**config.mk**
```make
export PLATFORM = sky130hd
export DESIGN_NAME = edge_pulser
export DESIGN_NICKNAME = d
export VERILOG_FILES = /design/src/rtl/edge_pulser.sv
export SDC_FILE = /design/constraint.sdc
export NUM_CORES = 1
export LEC_CHECK = 0
export CAP_MARGIN = 5
export CELL_PAD_IN_SITES_DETAIL_PLACEMENT = 1
export CELL_PAD_IN_SITES_GLOBAL_PLACEMENT = 1
export CORE_MARGIN = 2
export CORE_UTILIZATION = 35
export CTS_BUF_LIST = sky130_fd_sc_hd__clkbuf_16
export DETAILED_ROUTE_END_ITERATION = 8
export PLACE_DENSITY = 0.77
export SYNTH_ARGS = -nofsm -noshare
export SYNTH_HDL_FRONTEND = slang
export SYNTH_SLANG_ARGS = --single-unit
export TNS_END_PERCENT = 30
```
**constraint.sdc**
```tcl
create_clock -name clk -period 1.55 [get_ports clk]
set_clock_uncertainty 0.15 [all_clocks]
set_input_delay 0.155 -clock clk [delete_from_list [all_inputs] [get_ports clk]]
set_output_delay 0.155 -clock clk [all_outputs]
set_load 0.02 [all_outputs]
```
**src/rtl/edge_pulser.sv**
```systemverilog
// Multi-channel input conditioner: synchronise, debounce and emit one-cycle edge pulses,
// with optional auto-repeat while a channel is held high in rise mode.
module edge_pulser #(
    parameter int unsigned CHANNELS     = 4,
    parameter int unsigned SYNC_STAGES  = 2,
    parameter int unsigned DEBOUNCE     = 16,
    parameter int unsigned REPEAT_DELAY = 0,
    parameter int unsigned REPEAT_RATE  = 8,
    parameter bit          RESET_LEVEL  = 1'b1
) (
    input  logic                  clk,
    input  logic                  reset,
    input  logic [CHANNELS-1:0]   trigger_in,
    input  logic [2*CHANNELS-1:0] edge_mode,
    output logic [CHANNELS-1:0]   pulse_out,
    output logic [CHANNELS-1:0]   level_out,
    output logic                  any_pulse
);

    localparam int unsigned DB_W    = (DEBOUNCE > 1) ? $clog2(DEBOUNCE) : 1;
    localparam int unsigned DLY_W   = (REPEAT_DELAY > 1) ? $clog2(REPEAT_DELAY) : 1;
    localparam int unsigned RATE_W  = (REPEAT_RATE > 1) ? $clog2(REPEAT_RATE) : 1;
    localparam int unsigned RPT_W   = (DLY_W > RATE_W) ? DLY_W : RATE_W;
    localparam int unsigned DB_M1   = (DEBOUNCE > 0) ? DEBOUNCE - 1 : 0;
    localparam int unsigned DLY_M1  = (REPEAT_DELAY > 0) ? REPEAT_DELAY - 1 : 0;
    localparam int unsigned RATE_M1 = (REPEAT_RATE > 0) ? REPEAT_RATE - 1 : 0;
    localparam bit          RPT_EN  = (REPEAT_DELAY > 0);

    localparam logic [1:0] MODE_RISE = 2'b00;
    localparam logic [1:0] MODE_FALL = 2'b01;
    localparam logic [1:0] MODE_BOTH = 2'b10;

    typedef enum logic [1:0] {
        RPT_IDLE  = 2'b00,
        RPT_DELAY = 2'b01,
        RPT_RATE  = 2'b10
    } rpt_state_e;

    for (genvar i = 0; i < CHANNELS; i++) begin : g_ch
        logic [SYNC_STAGES-1:0] sync_q;
        logic                   sync_last;
        logic [1:0]             mode;
        logic                   level_q, level_d;
        logic [DB_W-1:0]        deb_q, deb_d;
        rpt_state_e             rpt_state_q, rpt_state_d;
        logic [RPT_W-1:0]       rpt_cnt_q, rpt_cnt_d;
        logic                   pulse_q, pulse_d;
        logic                   accept;

        assign sync_last = sync_q[SYNC_STAGES-1];
        assign mode      = edge_mode[2*i +: 2];

        // Synchroniser chain, oldest sample in the top bit.
        always_ff @(posedge clk) begin
            if (reset) begin
                sync_q <= {SYNC_STAGES{RESET_LEVEL}};
            end else begin
                sync_q <= {sync_q[SYNC_STAGES-2:0], trigger_in[i]};
            end
        end

        always_ff @(posedge clk) begin
            if (reset) begin
                level_q     <= RESET_LEVEL;
                deb_q       <= '0;
                rpt_state_q <= RPT_IDLE;
                rpt_cnt_q   <= '0;
                pulse_q     <= 1'b0;
            end else begin
                level_q     <= level_d;
                deb_q       <= deb_d;
                rpt_state_q <= rpt_state_d;
                rpt_cnt_q   <= rpt_cnt_d;
                pulse_q     <= pulse_d;
            end
        end

        always_comb begin
            level_d     = level_q;
            deb_d       = deb_q;
            accept      = 1'b0;
            rpt_state_d = rpt_state_q;
            rpt_cnt_d   = rpt_cnt_q;
            pulse_d     = 1'b0;

            // Any cycle agreeing with the held level restarts the debounce window.
            if (sync_last == level_q) begin
                deb_d = '0;
            end else if (deb_q == DB_W'(DB_M1)) begin
                level_d = sync_last;
                deb_d   = '0;
                accept  = 1'b1;
            end else begin
                deb_d = deb_q + DB_W'(1);
            end

            if (accept) begin
                case (mode)
                    MODE_RISE: pulse_d = level_d;
                    MODE_FALL: pulse_d = ~level_d;
                    MODE_BOTH: pulse_d = 1'b1;
                    default:   pulse_d = 1'b0;
                endcase
            end

            // Repeat runs only while held high in rise mode; anything else cancels it.
            if (!RPT_EN || !level_d || (mode != MODE_RISE)) begin
                rpt_state_d = RPT_IDLE;
                rpt_cnt_d   = '0;
            end else if (accept) begin
                rpt_state_d = RPT_DELAY;
                rpt_cnt_d   = '0;
            end else begin
                case (rpt_state_q)
                    RPT_DELAY: begin
                        if (rpt_cnt_q == RPT_W'(DLY_M1)) begin
                            pulse_d     = 1'b1;
                            rpt_cnt_d   = '0;
                            rpt_state_d = RPT_RATE;
                        end else begin
                            rpt_cnt_d = rpt_cnt_q + RPT_W'(1);
                        end
                    end
                    RPT_RATE: begin
                        if (rpt_cnt_q == RPT_W'(RATE_M1)) begin
                            pulse_d   = 1'b1;
                            rpt_cnt_d = '0;
                        end else begin
                            rpt_cnt_d = rpt_cnt_q + RPT_W'(1);
                        end
                    end
                    default: begin
                        rpt_state_d = RPT_IDLE;
                        rpt_cnt_d   = '0;
                    end
                endcase
            end
        end

        assign pulse_out[i] = pulse_q;
        assign level_out[i] = level_q;
    end

    assign any_pulse = |pulse_out;

endmodule

```
---- After elaboration in Yosys (flattened, before gate mapping) ----
Cells that the tools add are included.
word-level totals
  memories kept ........................... 0
  input bits .............................. 14
  output and inout port bits .............. 9
  ROM bits ................................ 0
  memory bits (writable) .................. 0
  flip-flop bits (word level) ............. 32
  latch bits .............................. 0
cells by class
  multiply operators ...................... 0
  bitwise logic cells ..................... 8
  order comparisons ....................... 0
  equal/unequal tests ..................... 16
  div/mod/pow operators ................... 0
  multiplexer cells ....................... 20
  shift-type cells ........................ 0
  reductions and logical operators ........ 13
  add/sub/neg operators ................... 4
operator list
  operator                                                         number
  4-bit by 1-bit adder with 4-bit output, second input constant    4
  4-bit == test, second input constant                             4
  1-bit two-way mux                                                16
  1-bit case mux with 3 select lines                               4
  3-bit OR reduction                                               4
  2-bit by 1-bit == test with 1-bit output, second input constant  4
  2-bit == test, second input constant                             4
  2-bit zero test                                                  4
  1-bit inverter                                                   8
  2-bit OR reduction                                               4
  1-bit == test                                                    4
  4-bit OR reduction                                               1

---- Longest topological paths before layout ----
  word-level depth ........................ 5
  depth in mapped cells ................... 4
  gate-level depth less buffers ........... 4

---- Worst setup path after synthesis ----
No wires, ideal clock.
  kind .................................... reg2reg
  start point ............................. register g_ch[1].deb_q[0]
  end point ............................... register g_ch[1].deb_q[3]
  arrival ................................. 1111 ps
  setup slack ............................. 225 ps
  stages on the path, launching flop included .. 5
  buffers on the path ..................... 0
  setup time .............................. 64 ps
  path through ............................ dfxtp_1 -> ha_1 -> nand3_1 -> or3b_1 -> nor2_1
on the way
  word-level cells in the longest chain between the ends .. 2
  elaborated cells on any way between the ends .. 3
  classes of those cells .................. add/sub: 1; eq/ne: 1; reduce/logical: 1
ends and longest elaborated chain
  what                                                                                            line  source
  from (decl)                                                                                     44    logic [DB_W-1:0] deb_q, deb_d;
  from (signal assigned)                                                                          65    deb_q <= '0;
  from (signal assigned)                                                                          71    deb_q <= deb_d;
  parallel branches: the longest is 2 deep, another holds 4-bit by 1-bit adder with 4-bit output  -
Parallel ways; which one is timed is not known.
A chain may end at the register's enable or synchronous reset.

---- Worst setup path after layout ----
  start point ............................. register g_ch[0].pulse_q
  end point ............................... output port any_pulse
on the way
  word-level cells in the longest chain between the ends .. 1
ends and longest elaborated chain
  what                    line  source
  from (decl)             47    logic pulse_q, pulse_d;
  from (signal assigned)  74    pulse_q <= pulse_d;
  4-bit OR reduction      144   assign any_pulse = |pulse_out;
  to (decl)               17    output logic any_pulse
Every way passes these cells.

==> results.sh <==
export IMPL_status="complete, but fails checks"
export IMPL_violations="setup timing"
export IMPL_finalHoldViolCount=0
export IMPL_avgRoutedWirePerCell_um=12.91
export IMPL_vias=943
export IMPL_initial_core_util=0.3560
export IMPL_insertedDiodeCount=0
export IMPL_pin_count=23
export IMPL_stdcell_area_mm2=0.001659
export IMPL_antenna_found_initial=0
export IMPL_ys_warn_count=0
export IMPL_setup_viol=1
export IMPL_grt_usage=0.1403
export IMPL_fin_crit_sh=1.006
export IMPL_clockRootBuffer="clkbuf_16"
export IMPL_p_clk_frac=0.491
export IMPL_numClockSinks=32
export IMPL_syn_area_mm2=0.001284
export IMPL_crit_required_ps=1240
export IMPL_maxClockFrequency_ghz=0.6412
export IMPL_synth_cell_types=19
export IMPL_drc=0
export IMPL_worst_slack_ps=-9.587
export IMPL_core_mm2=0.003606
export IMPL_portBuffers=22
export IMPL_path_max_fanout=2
export IMPL_seqPwrFrac=0.465
export IMPL_crit_path_end_kind="output port"
export IMPL_grt_pass1_vias=983
export IMPL_floorplan_die_width_um=64.56
export IMPL_p_comb_frac=0.044
export IMPL_grt_overflow_total=0
export IMPL_p_sw_uw=356.2
export IMPL_r2r_start="g_ch[1].deb_q[0]$_SDFF_PP0_"
export IMPL_async_flop_share=0
export IMPL_wl_mm=2.504
export IMPL_clk_pin_slew_ps=50
export IMPL_min_period_ps=1560
export IMPL_drv_slew=0
export IMPL_drive_gt1_frac=0.1438
export IMPL_hold_start="g_ch[1].sync_q[0]$_SDFF_PP1_"
export IMPL_whs_path_depth=1
export IMPL_final_nets=164
export IMPL_rsz0062_at_grt="yes"
export IMPL_crit_chain="or4_4 > buf_6"
export IMPL_synthesis_nets=141
export IMPL_holdPathEnd="g_ch[1].sync_q[1]$_SDFF_PP1_"
export IMPL_power_internal_mw=1.464
export IMPL_syn2layout_area_growth_pct=29.24
export IMPL_hp_class="reg -> reg"
export IMPL_power_leakage_nw=0.6670
export IMPL_synth_edff_count=0
export IMPL_critical_path_slowest_cell="or4_4"
export IMPL_postSynthCellCount=123
export IMPL_worstMarginPinSlew_ps=335.5
export IMPL_synth_most_common_cell="dfxtp_1"
export IMPL_hold_slack_ps=261.7
export IMPL_synth_common_cells="dfxtp_1 (32), nor2_1 (12), nand3_1 (11)"
export IMPL_ys_seq_area_frac=0.4990
export IMPL_worst_ep_arrival_time_ps=1250
export IMPL_worstSetupPathType="reg -> out"
export IMPL_clock_latency_ps=270
export IMPL_maxCapViolations=0
export IMPL_first_iter_violations=34
export IMPL_ant_nets=0
export IMPL_yosys_area_top_type="dfxtp_1"
export IMPL_peakVddDrop_uv=835.7
export IMPL_synthTopCellsByArea="dfxtp_1 (50%), nand4bb_1 (7.0%), xor2_1 (6.8%)"
export IMPL_gp_congestion=0.6612
export IMPL_cts_max_level=2
export IMPL_viasPerCell=4.861
export IMPL_power_density_mw_per_mm2=1097
export IMPL_clockBufferDepth=2
export IMPL_rows=22
export IMPL_holdBufCountCts=0
export IMPL_crit_path_start_kind="register"
export IMPL_dp_hpwl_mm=1.936
export IMPL_die_height_um=64.56
export IMPL_avgSynthCellArea_um2=10.44
export IMPL_dr_pass1_iters=2
export IMPL_sw_frac_of_total=0.1957
export IMPL_place_area_mm2=0.001523
export IMPL_grt_pass1_wl_mm=4.340
export IMPL_critPathMaxStageDelay_ps=530
export IMPL_dieArea_mm2=0.004168
export IMPL_cts_inserted_buffers=5
export IMPL_ys_flop_type="dfxtp_1"
export IMPL_cts_tree="yes"
export IMPL_r2r_end="g_ch[1].deb_q[3]$_SDFF_PP0_"
export IMPL_grt_max_degree=10
export IMPL_relSlewSlack=0.7748
export IMPL_ys_ff_latch=32
export IMPL_synth_top_area_frac=0.4990
export IMPL_rrSetupSlack_ps=120
export IMPL_postCtsSetupRepairBufs=0
export IMPL_r2r_cells=4
cell usage in the layout, fill, tap and decap left out:
cell type,Yosys,routed
xnor2_1,2,2
a311oi_1,4,4
or3b_4,0,1
or3b_1,5,4
dfxtp_1,32,31
dlygate4sd2_1,0,5
nor3_1,1,1
clkbuf_16,0,5
buf_6,0,1
buf_4,8,3
nand3_1,11,11
or2_2,8,8
nor2_1,12,12
nand2_1,4,4
nand4bb_1,8,8
ha_1,4,4
clkdlybuf4s50_1,0,16
mux2i_1,4,4
clkinv_2,0,1
clkinv_1,1,1
inv_1,4,5
dfxtp_2,0,1
xor2_1,10,10
or4_4,0,1
and3_1,3,3
worst max-delay path: cells and delay by family (launching register included):
family        cells  cell delay, ps
simple gates      1             530
flops             1             310
buf+inv           1             150
through the flow:
| stage | util | worst slack, ps | total power, mW | TNS, ps | cells |
|---|---|---|---|---|---|
| after CTS | 0.4563 | -33.41 | 1.845 | -33.41 | 194 |
| after detailed placement | 0.4223 | -95.55 | 0.9421 | -228.4 | 187 |
| after global routing | 0.4601 | -36.92 | 1.894 | -36.92 | 194 |
| final | 0.4601 | -9.587 | 1.821 | -9.587 | 194 |
| after global placement | 0.4223 | -99.15 | 0.9365 | -119.1 | 187 |
| after floorplan | - | 224.6 | 0.8897 | 0 | 123 |
worst max path at each step:
stage	from	endpoint	slack, ps	cells past startpoint
final	g_ch[0].pulse_q$_SDFF_PP0_	any_pulse	-10	2
after global routing	g_ch[0].pulse_q$_SDFF_PP0_	any_pulse	-40	2
after CTS	g_ch[1].pulse_q$_SDFF_PP0_	any_pulse	-30	2
after detailed placement	g_ch[1].pulse_q$_SDFF_PP0_	any_pulse	-100	2
after global placement	g_ch[1].pulse_q$_SDFF_PP0_	any_pulse	-100	2
after floorplan	g_ch[1].deb_q[0]$_SDFF_PP0_	g_ch[1].deb_q[3]$_SDFF_PP0_	220	4
state kept, by name, summed over array words and instances (netlist names):
signal / count
g_ch.level_q: 4
g_ch.deb_q: 16
g_ch.pulse_q: 4
g_ch.sync_q: 8
layer usage:
metal | wire, µm | vias up | track usage
met5 | 0 | - | 0
met4 | 32 | 0 | 0.04787
met3 | 133 | 4 | 0.06944
met2 | 1395 | 16 | 0.2604
met1 | 943 | 459 | 0.1333
li1 | - | 464 | -
power by group through the flow:
stage               logic (mW)  registers, mW  clock network (mW)
detailed placement      0.0796          0.863                   0
floorplan               0.0300          0.860                   0
finish                  0.0796          0.846               0.895
global placement        0.0753          0.861                   0
CTS                     0.0803          0.846               0.919
global route            0.0879          0.847               0.960
cell type report:
class | count | area (µm²)
tap | 48 | 60.06
fill | 415 | 1947
sequential | 32 | 641.9
multi-input combinational | 77 | 566.8
timing repair buffer | 25 | 237.7
inverter | 5 | 18.77
clock inverter | 2 | 8.758
clock buffer | 5 | 125.1
kinds of logic after synthesis:
group / count (synthesis) / share of synthesized area
AOI/OAI and AO/OA: 4 / 0.02729
xor gates and xnor gates: 12 / 0.08187
adders and majority gates: 4 / 0.03899
buffers and inverters: 14 / 0.06432
DFF: 32 / 0.4990
muxes: 4 / 0.03119
and+or+nand+nor: 53 / 0.2573
what timing repair did:
action | CTS | global route
gates resized for setup | 9 | 5
pin swaps | 0 | 1
setup endpoints to repair | 6 | 3
Note: power is estimated with default switching activity, not from simulation.
==> RTL edit: new RTL, config.mk and constraints unchanged <==
The parameter `SYNC_STAGES` goes from 2 to 4.
--- a/src/rtl/edge_pulser.sv
+++ b/src/rtl/edge_pulser.sv
@@ -2,7 +2,7 @@
 // with optional auto-repeat while a channel is held high in rise mode.
 module edge_pulser #(
     parameter int unsigned CHANNELS     = 4,
-    parameter int unsigned SYNC_STAGES  = 2,
+    parameter int unsigned SYNC_STAGES  = 4,
     parameter int unsigned DEBOUNCE     = 16,
     parameter int unsigned REPEAT_DELAY = 0,
     parameter int unsigned REPEAT_RATE  = 8,
Formal check against the unedited RTL: same outputs for any inputs over 10 cycles, from zero or initial values and one cycle with reset high; that may be too few to reach the edited logic, so the function may still have changed.
==> RTL edit against the original RTL <==
The run still ends with negative setup slack left; sequential cell count increased by 8; area after synthesis increased by 17%; cell area increased by 13%; hold slack got worse by 7.3 ps; setup slack improved by 4.7 ps; wire length increased by 4.4%; power increased by 13%; critical endpoint unchanged; largest cell class unchanged; highest routed layer unchanged.
==> RTL edit: results <==
group,metric,value,unit
synthesis,synth.distinct_cells,18,
sta,setup_slack,-4.87,ps
cells_and_area,nets,180,
die,coreArea,4060,µm²
cells_and_area,drive_gt1_share,16.6,%
detailed_routing,drtIter0Drc,11,
placed_design,dp_hpwl,1920,µm
power_and_ir_drop,peakVddDrop,0.000535,V
global_route,grt_util_all_layers,12.3,%
placed_design,gp_congestion,0.739,
synthesis,synth.cells.most_frequent,"dfxtp_1 (40), or2_2 (16), nor2_1 (12)",
run_status,status,"finished with violations",
critical_path,slowest_stage,"or4_4",
cells_and_area,fillers,449,
cells_and_area,n_antenna_cell,0,
synthesis,syn_nets,158,
sta,setup_violations,1,
detailed_routing,firstDrtPassIters,4,
clocking,cts.clk_slew.worst_paths,50,ps
run_status,violations,"negative setup slack",
synthesis,synth_cells,140,
sta,tightestPinTransition,248,ps
global_route,grt_overflow_total,0,
global_route,grt_pass1_wl,4570,µm
global_route,met2_usage,22.3,%
global_route,use_met1,11.5,%
synthesis,synth.area.top_cells,"dfxtp_1 (53%), or2_2 (6.7%), nand4bb_1 (6.0%)",
global_route,antenna_found_initial,0,
cells_and_area,layoutNonFillerInstCount,213,
clocking,htree_levels,2,
detailed_routing,vias_per_cell,4.85,
detailed_routing,wl_per_cell,12.3,µm
placed_design,place_inst,205,
synthesis,ys_seq_area_share,53.3,%
cells_and_area,reg.largest.list,"g_ch.deb_q (16), g_ch.sync_q (16)",
global_route,grtUsageMet3,5.52,%
global_route,grt_max_degree,16,
global_route,grt_pass1_vias,1080,
critical_path,slowest_delay,520,ps
power_and_ir_drop,power.leakage,0.737,nW
==> RTL edit: changes by cell type in the layout (fill, tap and decap cells not counted), sizes merged, moves of 4 or more <==
cell / change
xnor2: +4
dfxtp: +8
xor2: -4
or2: +8
==> RTL edit: power by group <==
group          internal, mW  leakage, nW  switching, mW
sequential             1.04        0.326        0.00499
clock                 0.577       0.0738          0.352
combinational        0.0498        0.337         0.0244
total                  1.67        0.737          0.381
==> RTL edit: cell type report <==
cell class                      count  share of cell area (%)
Sequential cell                    40                    42.6
Multi-Input combinational cell     85                    32.9
Timing Repair Buffer               25                    12.8
Inverter                            5                   0.998
Tap cell                           50                    3.33
Clock inverter                      3                   0.599
Clock buffer                        5                    6.65
==> RTL edit: stage by stage <==
stage,hold slack (ps),setup slack [ps],area [µm²],setup TNS [ps],util (%)
5_1_grt,265,-44.4,1880,-65.0,46.3
2_1_floorplan,109,224,1500,0,-
3_5_place_dp,247,-121,1740,-132,42.9
6_report,254,-4.87,1880,-4.87,46.3
4_1_cts,259,-36.3,1870,-36.3,46.0
3_3_place_gp,241,-92.6,1740,-116,42.9
==> RTL edit: what timing repair did <==
item                                    in CTS  in global routing
gates resized for setup                      8                  5
endpoints found under the hold margin        0                  0
endpoints found under the setup margin       5                  4
pin swaps                                    0                  1
==> RTL edit: cells by family (layout without fill, tap and decap cells) <==
logic type	after synthesis	in the layout	synth area share, %
and+or+nand+nor	61	61	25.6
DFF	40	40	53.3
buffers and inverters	15	38	5.75
xor gates and xnor gates	12	12	6.99
adders and majority gates	4	4	3.33
AOI/OAI and AO/OA	4	4	2.33
muxes	4	4	2.66
==> RTL edit: metal layers <==
layer  routed length (µm)  vias to the layer above
li1                     -                      512
met4                   61                        0
met5                    0                        -
met3                  148                        8
met1                 1010                      490
met2                 1400                       23
==> RTL edit: worst paths after layout <==
kind                                        start                 to  slack [ps]  cells past startpoint
worst max register to register   g_ch[3].deb_q[0]   g_ch[3].deb_q[3]         110                      4
worst min register to register  g_ch[2].sync_q[2]  g_ch[2].sync_q[3]         250                      1
worst max-delay path              g_ch[3].pulse_q          any_pulse          -5                      2
worst min-delay path            g_ch[2].sync_q[2]  g_ch[2].sync_q[3]         250                      1
